### src/rtl/ifetch_prefetch.sv
// Instruction fetch stage: issues 8-byte read beats, splits each beat into two
// 32-bit instructions and queues them in a small prefetch FIFO drained by decode.
module ifetch_prefetch #(
  parameter logic [63:0] RESET_PC   = 64'h1000,
  parameter int          FIFO_DEPTH = 4
) (
  input  logic        HCLK,
  input  logic        HRESETn,
  output logic [63:0] HADDR,
  output logic        HWRITE,
  output logic [1:0]  HTRANS,
  input  logic        HREADY,
  input  logic [63:0] HRDATA,
  input  logic        redirect_valid,
  input  logic [63:0] redirect_pc,
  output logic        inst_valid,
  input  logic        inst_ready,
  output logic [31:0] inst_data,
  output logic [63:0] inst_pc
);

  localparam int PW = $clog2(FIFO_DEPTH);
  localparam int CW = PW + 1;
  localparam logic [0:0] S_BOOT  = 1'b0;
  localparam logic [0:0] S_FETCH = 1'b1;
  localparam logic [1:0] HT_IDLE   = 2'b00;
  localparam logic [1:0] HT_NONSEQ = 2'b10;

  logic [0:0]    state_q, state_d;
  logic [63:0]   fetch_pc_q, fetch_pc_d;
  logic [CW-1:0] count_q, count_d;
  logic [PW-1:0] wr_ptr_q, wr_ptr_d;
  logic [PW-1:0] rd_ptr_q, rd_ptr_d;
  logic [31:0]   data_q [FIFO_DEPTH];
  logic [31:0]   data_d [FIFO_DEPTH];
  logic [63:0]   pc_q   [FIFO_DEPTH];
  logic [63:0]   pc_d   [FIFO_DEPTH];

  logic [63:0]   aligned_s;
  logic [CW-1:0] need_s;
  logic [CW-1:0] space_s;
  logic          issue_s;
  logic          beat_done_s;
  logic          pop_s;
  logic [PW-1:0] wp_s;
  logic [CW-1:0] npush_s;
  logic          unused_s;

  // A pop in the same cycle is deliberately not credited as free space.
  assign aligned_s   = {fetch_pc_q[63:3], 3'b000};
  assign need_s      = fetch_pc_q[2] ? CW'(1) : CW'(2);
  assign space_s     = CW'(FIFO_DEPTH) - count_q;
  assign issue_s     = (state_q == S_FETCH) && (space_s >= need_s);
  assign beat_done_s = issue_s && HREADY;
  assign pop_s       = inst_valid && inst_ready;
  assign unused_s    = ^redirect_pc[1:0];

  assign HADDR      = aligned_s;
  assign HWRITE     = 1'b0;
  assign HTRANS     = issue_s ? HT_NONSEQ : HT_IDLE;
  assign inst_valid = (count_q != '0);
  assign inst_data  = data_q[rd_ptr_q];
  assign inst_pc    = pc_q[rd_ptr_q];

  // Next-state: redirect overrides beat capture and pop; otherwise push in address order.
  always_comb begin
    state_d    = state_q;
    fetch_pc_d = fetch_pc_q;
    count_d    = count_q;
    wr_ptr_d   = wr_ptr_q;
    rd_ptr_d   = rd_ptr_q;
    data_d     = data_q;
    pc_d       = pc_q;
    wp_s       = wr_ptr_q;
    npush_s    = '0;
    if (redirect_valid) begin
      state_d    = S_FETCH;
      fetch_pc_d = {redirect_pc[63:2], 2'b00};
      count_d    = '0;
      wr_ptr_d   = '0;
      rd_ptr_d   = '0;
    end else begin
      case (state_q)
        S_BOOT:  state_d = S_FETCH;
        S_FETCH: state_d = S_FETCH;
        default: state_d = S_BOOT;
      endcase
      if (beat_done_s) begin
        if (!fetch_pc_q[2]) begin
          data_d[wp_s] = HRDATA[31:0];
          pc_d[wp_s]   = aligned_s;
          wp_s         = wp_s + PW'(1);
          npush_s      = CW'(1);
        end else begin
          npush_s      = '0;
        end
        data_d[wp_s] = HRDATA[63:32];
        pc_d[wp_s]   = aligned_s + 64'd4;
        wp_s         = wp_s + PW'(1);
        npush_s      = npush_s + CW'(1);
        fetch_pc_d   = aligned_s + 64'd8;
      end else begin
        fetch_pc_d   = fetch_pc_q;
      end
      wr_ptr_d = wp_s;
      rd_ptr_d = pop_s ? rd_ptr_q + PW'(1) : rd_ptr_q;
      count_d  = count_q + npush_s - CW'(pop_s);
    end
  end

  // State and FIFO storage; entries are cleared on reset so the head reads zero.
  always_ff @(posedge HCLK or negedge HRESETn) begin
    if (!HRESETn) begin
      state_q    <= S_BOOT;
      fetch_pc_q <= RESET_PC;
      count_q    <= '0;
      wr_ptr_q   <= '0;
      rd_ptr_q   <= '0;
      for (int i = 0; i < FIFO_DEPTH; i++) begin
        data_q[i] <= 32'd0;
        pc_q[i]   <= 64'd0;
      end
    end else begin
      state_q    <= state_d;
      fetch_pc_q <= fetch_pc_d;
      count_q    <= count_d;
      wr_ptr_q   <= wr_ptr_d;
      rd_ptr_q   <= rd_ptr_d;
      data_q     <= data_d;
      pc_q       <= pc_d;
    end
  end

endmodule
### config.mk
export PLATFORM = sky130hd
export DESIGN_NAME = ifetch_prefetch
export DESIGN_NICKNAME = d
export VERILOG_FILES = /design/src/rtl/ifetch_prefetch.sv
export SDC_FILE = /design/constraint.sdc
export NUM_CORES = 1
export LEC_CHECK = 0
export BUFFER_PORTS_ARGS = -buffer_cell sky130_fd_sc_hd__buf_2
export CAP_MARGIN = 20
export CELL_PAD_IN_SITES_DETAIL_PLACEMENT = 0
export CELL_PAD_IN_SITES_GLOBAL_PLACEMENT = 1
export CORE_UTILIZATION = 30
export CTS_CLUSTER_SIZE = 8
export DETAILED_ROUTE_END_ITERATION = 10
export GPL_TIMING_DRIVEN = 0
export MAX_ROUTING_LAYER = met4
export PLACE_DENSITY_LB_ADDON = 0.1
export SKIP_LAST_GASP = 1
export SYNTH_ARGS = -nofsm -noshare
export SYNTH_HDL_FRONTEND = slang
export SYNTH_SLANG_ARGS = --single-unit
### constraint.sdc
create_clock -name HCLK -period 3.1 [get_ports HCLK]
set_input_delay 0.31 -clock HCLK [delete_from_list [all_inputs] [get_ports HCLK]]
set_output_delay 0.31 -clock HCLK [all_outputs]
set_load 0.005 [all_outputs]
==> results of run 1 <==
[cells in the final DEF, fill, tap and decap left out, types with 5 or more instances in the layout]
| master | instances |
|---|---|
| mux4_2 | 94 |
| dlygate4sd3_1 | 99 |
| nand4_1 | 19 |
| buf_4 | 85 |
| or4_1 | 33 |
| mux2_2 | 245 |
| and4_1 | 8 |
| nor2b_1 | 9 |
| xor2_1 | 9 |
| clkbuf_1 | 91 |
| and3_1 | 132 |
| o21ai_0 | 33 |
| nand3_1 | 287 |
| nand2_1 | 179 |
| o31ai_1 | 31 |
| clkbuf_16 | 67 |
| xnor2_1 | 13 |
| a31oi_1 | 159 |
| clkbuf_4 | 12 |
| clkdlybuf4s15_2 | 5 |
| inv_1 | 17 |
| buf_2 | 307 |
| clkbuf_2 | 72 |
| conb_1 | 8 |
| dfrtp_1 | 444 |
| nor2_1 | 51 |
| diode_2 | 5 |
| nor3_1 | 6 |
| nand2b_1 | 6 |
| nor4_1 | 10 |
| or3_1 | 11 |
| ha_1 | 10 |
[logic make-up (layout without fill, tap and decap cells)]
group           count (synthesis)  in the layout  share of synthesized area
other cells                     2             13                  0.0003212
flops                         446            446                     0.4774
xor+xnor                       23             23                   0.008616
fa+ha+maj                      17             17                   0.009419
compound gates                245            245                    0.06663
simple gates                  771            771                     0.1693
buf+inv                       294            787                    0.05935
mux                           340            340                     0.2090
[Yosys cell counts, types with 2 or more instances]
cell,n
a21oi_1,6
a221o_1,2
a22oi_1,2
a31oi_1,159
a32oi_1,4
and2_1,5
and3_1,133
and4_1,8
buf_1,19
buf_2,7
buf_4,69
buf_6,2
clkbuf_1,175
conb_1,2
dfrtp_1,445
ha_1,16
inv_1,21
mux2_2,245
mux4_2,94
nand2_1,179
nand2_2,2
nand2b_1,6
nand3_1,289
nand4_1,19
nor2_1,52
nor2b_1,9
nor3_1,6
nor3b_1,2
nor4_1,13
o211ai_1,4
o21ai_0,33
o31ai_1,31
or3_1,11
or4_1,33
xnor2_1,14
xor2_1,9
[how the worst max path moves through the flow]
stage	end	slack, ns	cells after the start
2_1_floorplan	count_q[2]	0.02	17
3_5_place_dp	pc_q[226]	-0.99	9
5_1_grt	count_q[2]	-0.00007	17
4_1_cts	data_q[52]	-0.1	12
6_report	data_q[54]	0.06	13
3_3_place_gp	pc_q[71]	-7.98	1
[power breakdown]
group | switching (W) | total (W) | internal [W]
sequential | 0.00121 | 0.00908 | 0.00787
clock | 0.00282 | 0.00678 | 0.00396
combinational | 0.00567 | 0.0111 | 0.00540
total | 0.00970 | 0.0269 | 0.0172
[cell type report]
| type | instances | area share |
|---|---|---|
| Sequential cell | 446 | 0.3757 |
| Multi-Input combinational cell | 1404 | 0.3705 |
| Timing Repair Buffer | 410 | 0.09290 |
| Clock buffer | 83 | 0.05879 |
| Buffer | 267 | 0.05108 |
| Tap cell | 1040 | 0.04380 |
| Clock inverter | 6 | 0.004085 |
| Inverter | 21 | 0.002653 |
| Antenna cell | 5 | 0.0004211 |
[flip-flops by register name (all words and copies together) (netlist names)]
signal      cells
count_q         3
data_q        128
pc_q          248
state_q         1
wr_ptr_q        2
rd_ptr_q        2
fetch_pc_q     62
[metrics by stage]
step                      hold WS (ns)    util  setup slack (ns)
after global routing           0.01086  0.3842       -0.00007150
after detailed placement        0.2871  0.3404           -0.9873
after CTS                     0.001883  0.3820          -0.09832
after floorplan                0.01441       -           0.02369
final                          0.02666  0.3842           0.05854
after global placement          0.4836  0.3379            -7.983
[per-layer routing]
metal	part of all wire	global-route usage	vias up
met5	0	-	-
met4	0.024	0.06641	0
met3	0.055	0.03990	135
met2	0.46	0.3674	667
met1	0.46	0.3309	10280
li1	-	-	8797
[critical path, delay by kind of cell (launching register included)]
family                   cells  cell delay, ns
buffers and inverters        6            1.17
AND/OR/NAND/NOR              3            0.72
adder cells (fa/ha/maj)      2            0.46
flip-flops                   1            0.39
AO/OA/AOI/OAI                2            0.21
[timing repair]
| item | CTS | global route |
|---|---|---|
| setup buffers | 11 | 4 |
| pin swaps | 3 | 5 |
| hold buffers | 99 | 0 |
| hold endpoints to repair | 192 | 0 |
| setup endpoints to repair | 501 | 255 |
| resized for setup | 126 | 88 |
==> out/summary.txt, run 1 <==
status: finished clean
worst skew pair latency: 0.61 ns
Req. time, crit path: 3.63 ns
critical path arrival: 3.58 ns
CP max-delay cell: nor4_1
WL final: 92,480 um
Power Density: 906.2 nW/um^2
DRT Pass-1 Iters: 6
worst slew pin tran: 0.9651 ns
Detailed Place HPWL: 62,620 um
row cnt: 102
Tmin final: 3.041 ns
total power: 0.02693 W
f_max: 328.8 MHz
sequential area share after synthesis: 0.4774
ys async rst share: 1.000
grt ovf: 0
largest net degree at the start of global routing: 109
Setup Crit Path Kind: flip-flop to flip-flop
CTS Buf Count: 66
final setup TNS: 0 ns
Final Skew: 0.02487 ns
final net count: 2,766
cell area after layout: 29,710 sq um
Syn Inst Count: 2,138
TritonCTS clock tree: built
Post-synth EDFFs: 0
Startpoint Class: flip-flop
clock sink count: 446
chip width: 281.2 um
CTS Root Cell: clkbuf_16
Leak: 12.48 nW
CP endpoint kind: flip-flop
Final Non-Filler Cells: 3,682
cell accounting for the most synthesized area: dfrtp_1
R2R Setup Slk: 0.06 ns
Yosys top cell area share: 0.4763
worst reg2reg endpoint: data_q[54]
Final Wtd Congestion: 0.8471
starting density of the core: 0.3023
initial antenna violation count: 5
hold depth: 3
Primary FF master, synth: dfrtp_1
final setup vio count: 0
wire per inst: 25.12 um
Hold Path Class: input pin to flip-flop
via count: 19.88k
CP Launch Point: count_q[0]
cell count after placement: 3,479
IO Pins: 297
die height: 281.2 um
Multi-input gate area: 11,010 sq um
Worst Hold Path EP: data_q[13]
Max-Cap Viols: 0
vias in the first global route: 20.34k
post-synthesis average cell area: 10.94 sq um
port bufs: 286
crit-path max FO: 10
GR Util All Layers: 0.2414
proportion of layout cells with a drive suffix above 1: 0.3576
die area: 79,050 sq um
Final period util: 0.9811
area growth from synthesis to layout: 27.08%
Iter 0 DRT Violations: 1,630
H-tree levels: 3
Max Slew Vio Count: 0
sequential cell area: 11,160 sq um
yosys warns: 0
Peak VDD IR: 419.2 uV
DR DRC count: 0
clk slew on worst S/H paths: 0.05 ns
Slew HR: 0.3566
placed cell area: 26,330 sq um
Hold Crit Start: HRDATA[45]
first-pass GRT wire length: 136,800 um
flops & latches, synth: 446
Netlist cell types: 48
CP peak stage delay: 0.52 ns
Hold Vio Cnt, Final: 0
core area: 77,340 sq um
reg2reg start: count_q[0]
Cell Area, Synth: 23,380 sq um
CTS max path bufs: 3
critical path cell sequence: inv_2 > ha_4 > ha_4 > and2_4 > a22oi_2 > clkbuf_8 > buf_4 > buf_4 > nor4_1 > buf_2 > clkbuf_2 > a31oi_1 > nand3_1
Synth area leaders: dfrtp_1 (48%), mux2_2 (12%), mux4_2 (9.1%)
Filler cells: 7,749
antenna viol nets, final: 0
vias per inst: 5.399
R2R cell count: 13
(Power assumes the default switching activity.)
==> run 2, diff against run 1 <==
--- a/config.mk
+++ b/config.mk
@@ -5,13 +5,14 @@
 export SDC_FILE = /design/constraint.sdc
 export NUM_CORES = 1
 export LEC_CHECK = 0
-export BUFFER_PORTS_ARGS = -buffer_cell sky130_fd_sc_hd__buf_2
 export CAP_MARGIN = 20
 export CELL_PAD_IN_SITES_DETAIL_PLACEMENT = 0
 export CELL_PAD_IN_SITES_GLOBAL_PLACEMENT = 1
+export CORE_ASPECT_RATIO = 0.6
 export CORE_UTILIZATION = 30
 export CTS_CLUSTER_SIZE = 8
 export DETAILED_ROUTE_END_ITERATION = 10
+export DONT_BUFFER_PORTS = 1
 export GPL_TIMING_DRIVEN = 0
 export MAX_ROUTING_LAYER = met4
 export PLACE_DENSITY_LB_ADDON = 0.1
==> run 2 against run 1 <==
The run now ends with negative hold slack left. Core utilization decreased by 1.4 points. Cell area decreased by 4.9%. Clock skew increased by 0.013 ns. Die area about the same. Power decreased by 4.7%. Critical path type unchanged. Via count decreased by 2.4%. Critical endpoint is now count_q[2]. Combinational power decreased by 7%. Fmax increased by 0.69%.
==> out/summary.txt, run 2 (synthesis gave the netlist of run 1 again) <==
CP endpoint kind: flip-flop
vias per inst: 5.676 (+5.1%)
Detailed Place HPWL: 64,630 um (+3.2%)
status: complete, but fails checks
largest register by flop count: pc_q
wire per inst: 27.21 um (+8.3%)
chip width: 362.4 um (+29%)
IO Pins: 297 (unchanged)
WP buf/inv: 6 (unchanged)
cell area after layout: 28,260 sq um (-4.9%)
Final Skew: 0.03752 ns (+0.01265 ns)
proportion of layout cells with a drive suffix above 1: 0.2724 (-0.08522)
failing checks: negative hold slack
placed cell area: 24,780 sq um (-5.9%)
core area: 76,320 sq um (-1.3%)
Filler cells: 7,514 (-3.0%)
Req. time, crit path: 3.62 ns (about the same)
Setup Crit Path Kind: flip-flop to flip-flop
R2R cell count: 17 (+4)
Startpoint Class: flip-flop
total power: 0.02566 W (-4.7%)
TritonCTS clock tree: built
hold_ws: -0.6542 ns (-0.6809 ns)
R2R Setup Slk: 0.08 ns (+0.02 ns)
WP depth: 17 (+4)
starting density of the core: 0.3063 (+0.004044)
final net count: 2,500 (-9.6%)
initial antenna violation count: 11 (+6)
row cnt: 78 (-24%)
commonest non-fill, non-tap cell in the layout: dfrtp_1
Slew HR: 0.2910 (-0.06558)
H-tree levels: 2 (-1)
crit-path max FO: 7 (-3)
Top Registers: pc_q x248, data_q x128, fetch_pc_q x62
largest net degree at the start of global routing: 447 (+310%)
Max-Cap Viols: 0 (unchanged)
worst slew pin tran: 1.063 ns (+0.09837 ns)
clk slew on worst S/H paths: 0.06 ns (about the same)
CP max-delay cell: fa_2
setup repair after global routing missed its margin: true
f_max: 331.0 MHz (+0.69%)
Largest register FFs: 248 (unchanged)
Final Wtd Congestion: 0.8681 (+2.5%)
CP peak stage delay: 0.39 ns (-0.13 ns)
grt ovf: 0 (unchanged)
Max Slew Vio Count: 0 (unchanged)
clock sink count: 446 (unchanged)
port bufs: 0 (-100%)
Hold Vio Cnt, Final: 446 (+446)
via count: 19.39k (-2.4%)
GR Util All Layers: 0.2404 (-0.001064)
critical path cell sequence: inv_2 > ha_4 > ha_1 > and2_4 > a22oi_2 > clkbuf_8 > inv_2 > buf_8 > nand3_4 > ha_4 > inv_1 > ha_2 > inv_1 > fa_2 > xnor2_2 > xnor2_1 > nor2_1
antenna viol nets, final: 0 (unchanged)
first-pass GRT wire length: 137,500 um (+0.58%)
Iter 0 DRT Violations: 2,141 (+31%)
cell family with most CP delay: adder cells
die height: 218.2 um (-22%)
CTS max path bufs: 3 (unchanged)
Leak: 11.36 nW (-8.9%)
area growth from synthesis to layout: 20.89%
DR DRC count: 0 (unchanged)
hold bufs inserted after CTS: 126 (+27%)
Tmin final: 3.021 ns (-0.02074 ns)
DRT Pass-1 Iters: 5 (-1)
final setup vio count: 0 (unchanged)
most frequent cells in the layout: dfrtp_1 (443), nand3_1 (287), mux2_2 (245)
critical path arrival: 3.54 ns (-0.04 ns)
Peak VDD IR: 450.9 uV (+7.6%)
CTS Buf Count: 61 (-7.6%)
Power Density: 908.0 nW/um^2 (+0.19%)
vias in the first global route: 19.49k (-4.2%)
Final period util: 0.9744 (-0.006691)
die area: 79,090 sq um (about the same)
CTS Root Cell: clkbuf_16
worst skew pair latency: 0.67 ns (+0.06 ns)
WL final: 92,970 um (+0.53%)
Hold Path Class: input pin to asynchronous set/reset pin
==> run 2: path summary, 6_finish.rpt <==
check	to	startpoint
setup / recovery	count_q[2]	count_q[0]
hold / removal	pc_q[94]	HRESETn
setup reg to reg	count_q[2]	count_q[0]
hold reg to reg	pc_q[78]	pc_q[78]
max in group asynchronous	data_q[110]	HRESETn
min in group HCLK	rd_ptr_q[0]	inst_ready
==> run 2: where the power goes <==
part	internal, W	switching, W
Sequential	0.00786	0.00124
Clock	0.00355	0.00275
Combinational	0.00482	0.00543
==> run 2: final cells by class <==
| type | count | area, sq um | area share |
|---|---|---|---|
| clock inverters | 3 | 76.32 | 0.002700 |
| inverters | 21 | 78.83 | 0.002789 |
| clock buffers | 78 | 1600 | 0.05662 |
| diodes | 9 | 22.52 | 0.0007968 |
| flip-flops and latches | 446 | 11160 | 0.3950 |
| repair buffers | 150 | 1506 | 0.05330 |
| well taps | 1040 | 1301 | 0.04604 |
| plain buffers | 266 | 1481 | 0.05241 |
| multi-input cells | 1404 | 11030 | 0.3904 |
==> run 2: what timing repair did <==
item	in CTS	in global routing
hold endpoints to repair	636	446
buffers inserted	13	5
pin swaps	3	6
setup endpoints to repair	492	227
resized for setup	116	95
==> run 2: per-layer routing <==
| metal | part of all wire | vias up | track usage |
|---|---|---|---|
| li1 | - | 8281 | - |
| met4 | 0.018 | 0 | 0.05063 |
| met5 | 0 | - | - |
| met2 | 0.42 | 838 | 0.3272 |
| met1 | 0.48 | 10150 | 0.3622 |
| met3 | 0.081 | 123 | 0.04858 |
==> run 2: through the flow <==
step | instances | worst slack (ns) | utilization | TNS [ns]
after floorplan | 2144 | 0.02369 | - | 0
after global placement | 3184 | -1.347 | 0.3237 | -385.51
after detailed placement | 3189 | -1.143 | 0.3247 | -272.11
after CTS | 3406 | -0.08946 | 0.3681 | -1.810
after global routing | 3417 | -0.08787 | 0.3704 | -0.08854
final | 3417 | 0.07928 | 0.3704 | 0
==> run 3, diff against run 2 <==
--- a/config.mk
+++ b/config.mk
@@ -9,7 +9,7 @@
 export CELL_PAD_IN_SITES_DETAIL_PLACEMENT = 0
 export CELL_PAD_IN_SITES_GLOBAL_PLACEMENT = 1
 export CORE_ASPECT_RATIO = 0.6
-export CORE_UTILIZATION = 30
+export CORE_UTILIZATION = 46
 export CTS_CLUSTER_SIZE = 8
 export DETAILED_ROUTE_END_ITERATION = 10
 export DONT_BUFFER_PORTS = 1
==> run 3 against run 2 <==
The run ends with negative hold slack, max-slew violations left. Clock power shrank 2%. Critical path depth is 10 lower. Cell area decreased by 2.1%. Routed wire length fell by 12%. Die area shrank 35%. Clock skew decreased by 0.016 ns. Critical endpoint is now fetch_pc_q[50]. Highest routed layer unchanged.
==> out/summary.txt, run 3 (synthesis gave the netlist of run 1 again) <==
proportion of layout cells with a drive suffix above 1: 0.2604 (-0.01201)
H-tree levels: 2 (unchanged)
largest register by flop count: pc_q
via count: 19.50k (+0.54%)
final setup vio count: 0 (unchanged)
row cnt: 63 (-19%)
most frequent cells in the layout: dfrtp_1 (444), nand3_1 (287), mux2_2 (245)
DRT Pass-1 Iters: 6 (+1)
CP dominant cell by count: clkbuf_1
Final period util: 0.9711 (-0.003307)
wire per inst: 26.91 um (-1.1%)
Iter 0 DRT Violations: 2,246 (+4.9%)
vias per inst: 6.391 (+13%)
Setup Crit Path Kind: flip-flop to flip-flop
crit-path max FO: 10 (+3)
f_max: 332.2 MHz (+0.34%)
fin worst setup slack: 0.08953 ns (+0.01025 ns)
chip width: 293.1 um (-19%)
grt ovf: 0 (unchanged)
CP peak stage delay: 0.61 ns (+0.22 ns)
pre-CTS setup slack: -0.7837 ns (+0.3595 ns)
cell family with most CP delay: simple AND/OR/NAND/NOR gates
CTS Buf Count: 61 (unchanged)
final core utilization: 0.5565 (+0.1862)
Largest register FFs: 248 (unchanged)
DR DRC count: 0 (unchanged)
clock sink count: 446 (unchanged)
die height: 176.6 um (-19%)
clk slew on worst S/H paths: 0.06 ns (about the same)
Leak: 11.24 nW (-1.1%)
vias in the first global route: 19.68k (+0.97%)
Hold Path Class: input pin to asynchronous set/reset pin
Hold Vio Cnt, Final: 445 (-0.22%)
worst skew pair latency: 0.61 ns (-0.06 ns)
Tmin final: 3.010 ns (-0.01025 ns)
Peak VDD IR: 470.6 uV (+4.4%)
setup repair after global routing missed its margin: true
status: complete, but fails checks
Final Skew: 0.02155 ns (-0.01596 ns)
failing checks: negative hold slack, max-slew violations
WP buf/inv: 2 (-4)
initial antenna violation count: 6 (-5)
commonest non-fill, non-tap cell in the layout: dfrtp_1
area growth from synthesis to layout: 18.39%
hold bufs inserted after CTS: 126 (unchanged)
hold_ws: -0.6033 ns (+0.05086 ns)
final net count: 2,495 (-0.20%)
Max Slew Vio Count: 125 (+125)
CTS max path bufs: 3 (unchanged)
Startpoint Class: flip-flop
TritonCTS clock tree: built
final setup TNS: 0 ns (unchanged)
largest net degree at the start of global routing: 447 (unchanged)
core area: 49,740 sq um (-35%)
Max-Cap Viols: 0 (unchanged)
GR Util All Layers: 0.3282 (+0.08781)
Detailed Place HPWL: 56,740 um (-12%)
starting density of the core: 0.4701 (+0.1637)
CP max-delay cell: nor3_1
critical path arrival: 3.53 ns (about the same)
Req. time, crit path: 3.62 ns (about the same)
WL final: 82,110 um (-12%)
Power Density: 916.3 nW/um^2 (+0.92%)
Final Wtd Congestion: 0.9378 (+8.0%)
critical path cell sequence: clkbuf_1 > nand3_1 > nor3_1 > nand2_1 > clkbuf_1 > or4_1 > a31oi_1
antenna viol nets, final: 0 (unchanged)
IO Pins: 297 (unchanged)
die area: 51,760 sq um (-35%)
worst slew pin tran: 1.688 ns (+0.6247 ns)
first-pass GRT wire length: 124,500 um (-9.5%)
Slew HR: -0.1255 (-0.4165)
CP endpoint kind: flip-flop
CTS Root Cell: clkbuf_16
port bufs: 0 (unchanged)
Top Registers: pc_q x248, data_q x128, fetch_pc_q x62
run 3: timing repair:
item,in CTS,in global routing
pin swaps,1,8
hold endpoints to repair,636,446
buffers inserted,5,6
resized for setup,111,60
setup endpoints to repair,489,304
run 3: path summary, 6_finish.rpt:
check                               startpoint              to  slack, ns  cells after the start
worst max-delay path            fetch_pc_q[29]  fetch_pc_q[50]       0.09                      7
worst min-delay path                   HRESETn       pc_q[173]      -0.60                      0
worst max register to register  fetch_pc_q[29]  fetch_pc_q[50]       0.09                      7
worst min register to register        pc_q[80]        pc_q[80]       0.50                      1
max in group asynchronous              HRESETn      data_q[55]       2.36                      0
min in group HCLK                   inst_ready     rd_ptr_q[0]       0.10                      3
run 3: metal layers:
layer | vias to the layer above | global-route usage | share of wire
met5 | - | - | 0
met4 | 0 | 0.08922 | 0.025
met3 | 145 | 0.08011 | 0.10
met2 | 1053 | 0.4548 | 0.43
met1 | 10040 | 0.4769 | 0.44
li1 | 8258 | - | -
run 3: cell type report:
cell class                 instances  area [sq um]
clock buffer                      77          1597
fill                            4309         22060
multi-input combinational       1404         11020
inverter                          21         83.83
antenna                            7         17.52
sequential                       446         11160
buffer                           267          1451
timing repair buffer             144          1439
tap                              682         853.3
clock inverter                     3         58.81
run 3: through the flow:
| stage | cell area [sq um] | hold WS, ns | cells | total power (W) |
|---|---|---|---|---|
| 6_report | 27680 | -0.6033 | 3051 | 0.02536 |
| 5_1_grt | 27680 | -0.6249 | 3050 | 0.02669 |
| 4_1_cts | 27520 | -0.6278 | 3040 | 0.02510 |
| 3_5_place_dp | 24310 | 0.02872 | 2832 | 0.01837 |
| 3_3_place_gp | 24260 | 0.02584 | 2826 | 0.01795 |
| 2_1_floorplan | 23400 | 0.01441 | 2144 | 0.01551 |
run 3: power breakdown:
group / leakage, nW / internal (W) / switching [W]
logic: 5.38 / 0.00482 / 0.00526
registers: 5.06 / 0.00787 / 0.00127
clock network: 0.802 / 0.00354 / 0.00261
total: 11.2 / 0.0162 / 0.00913
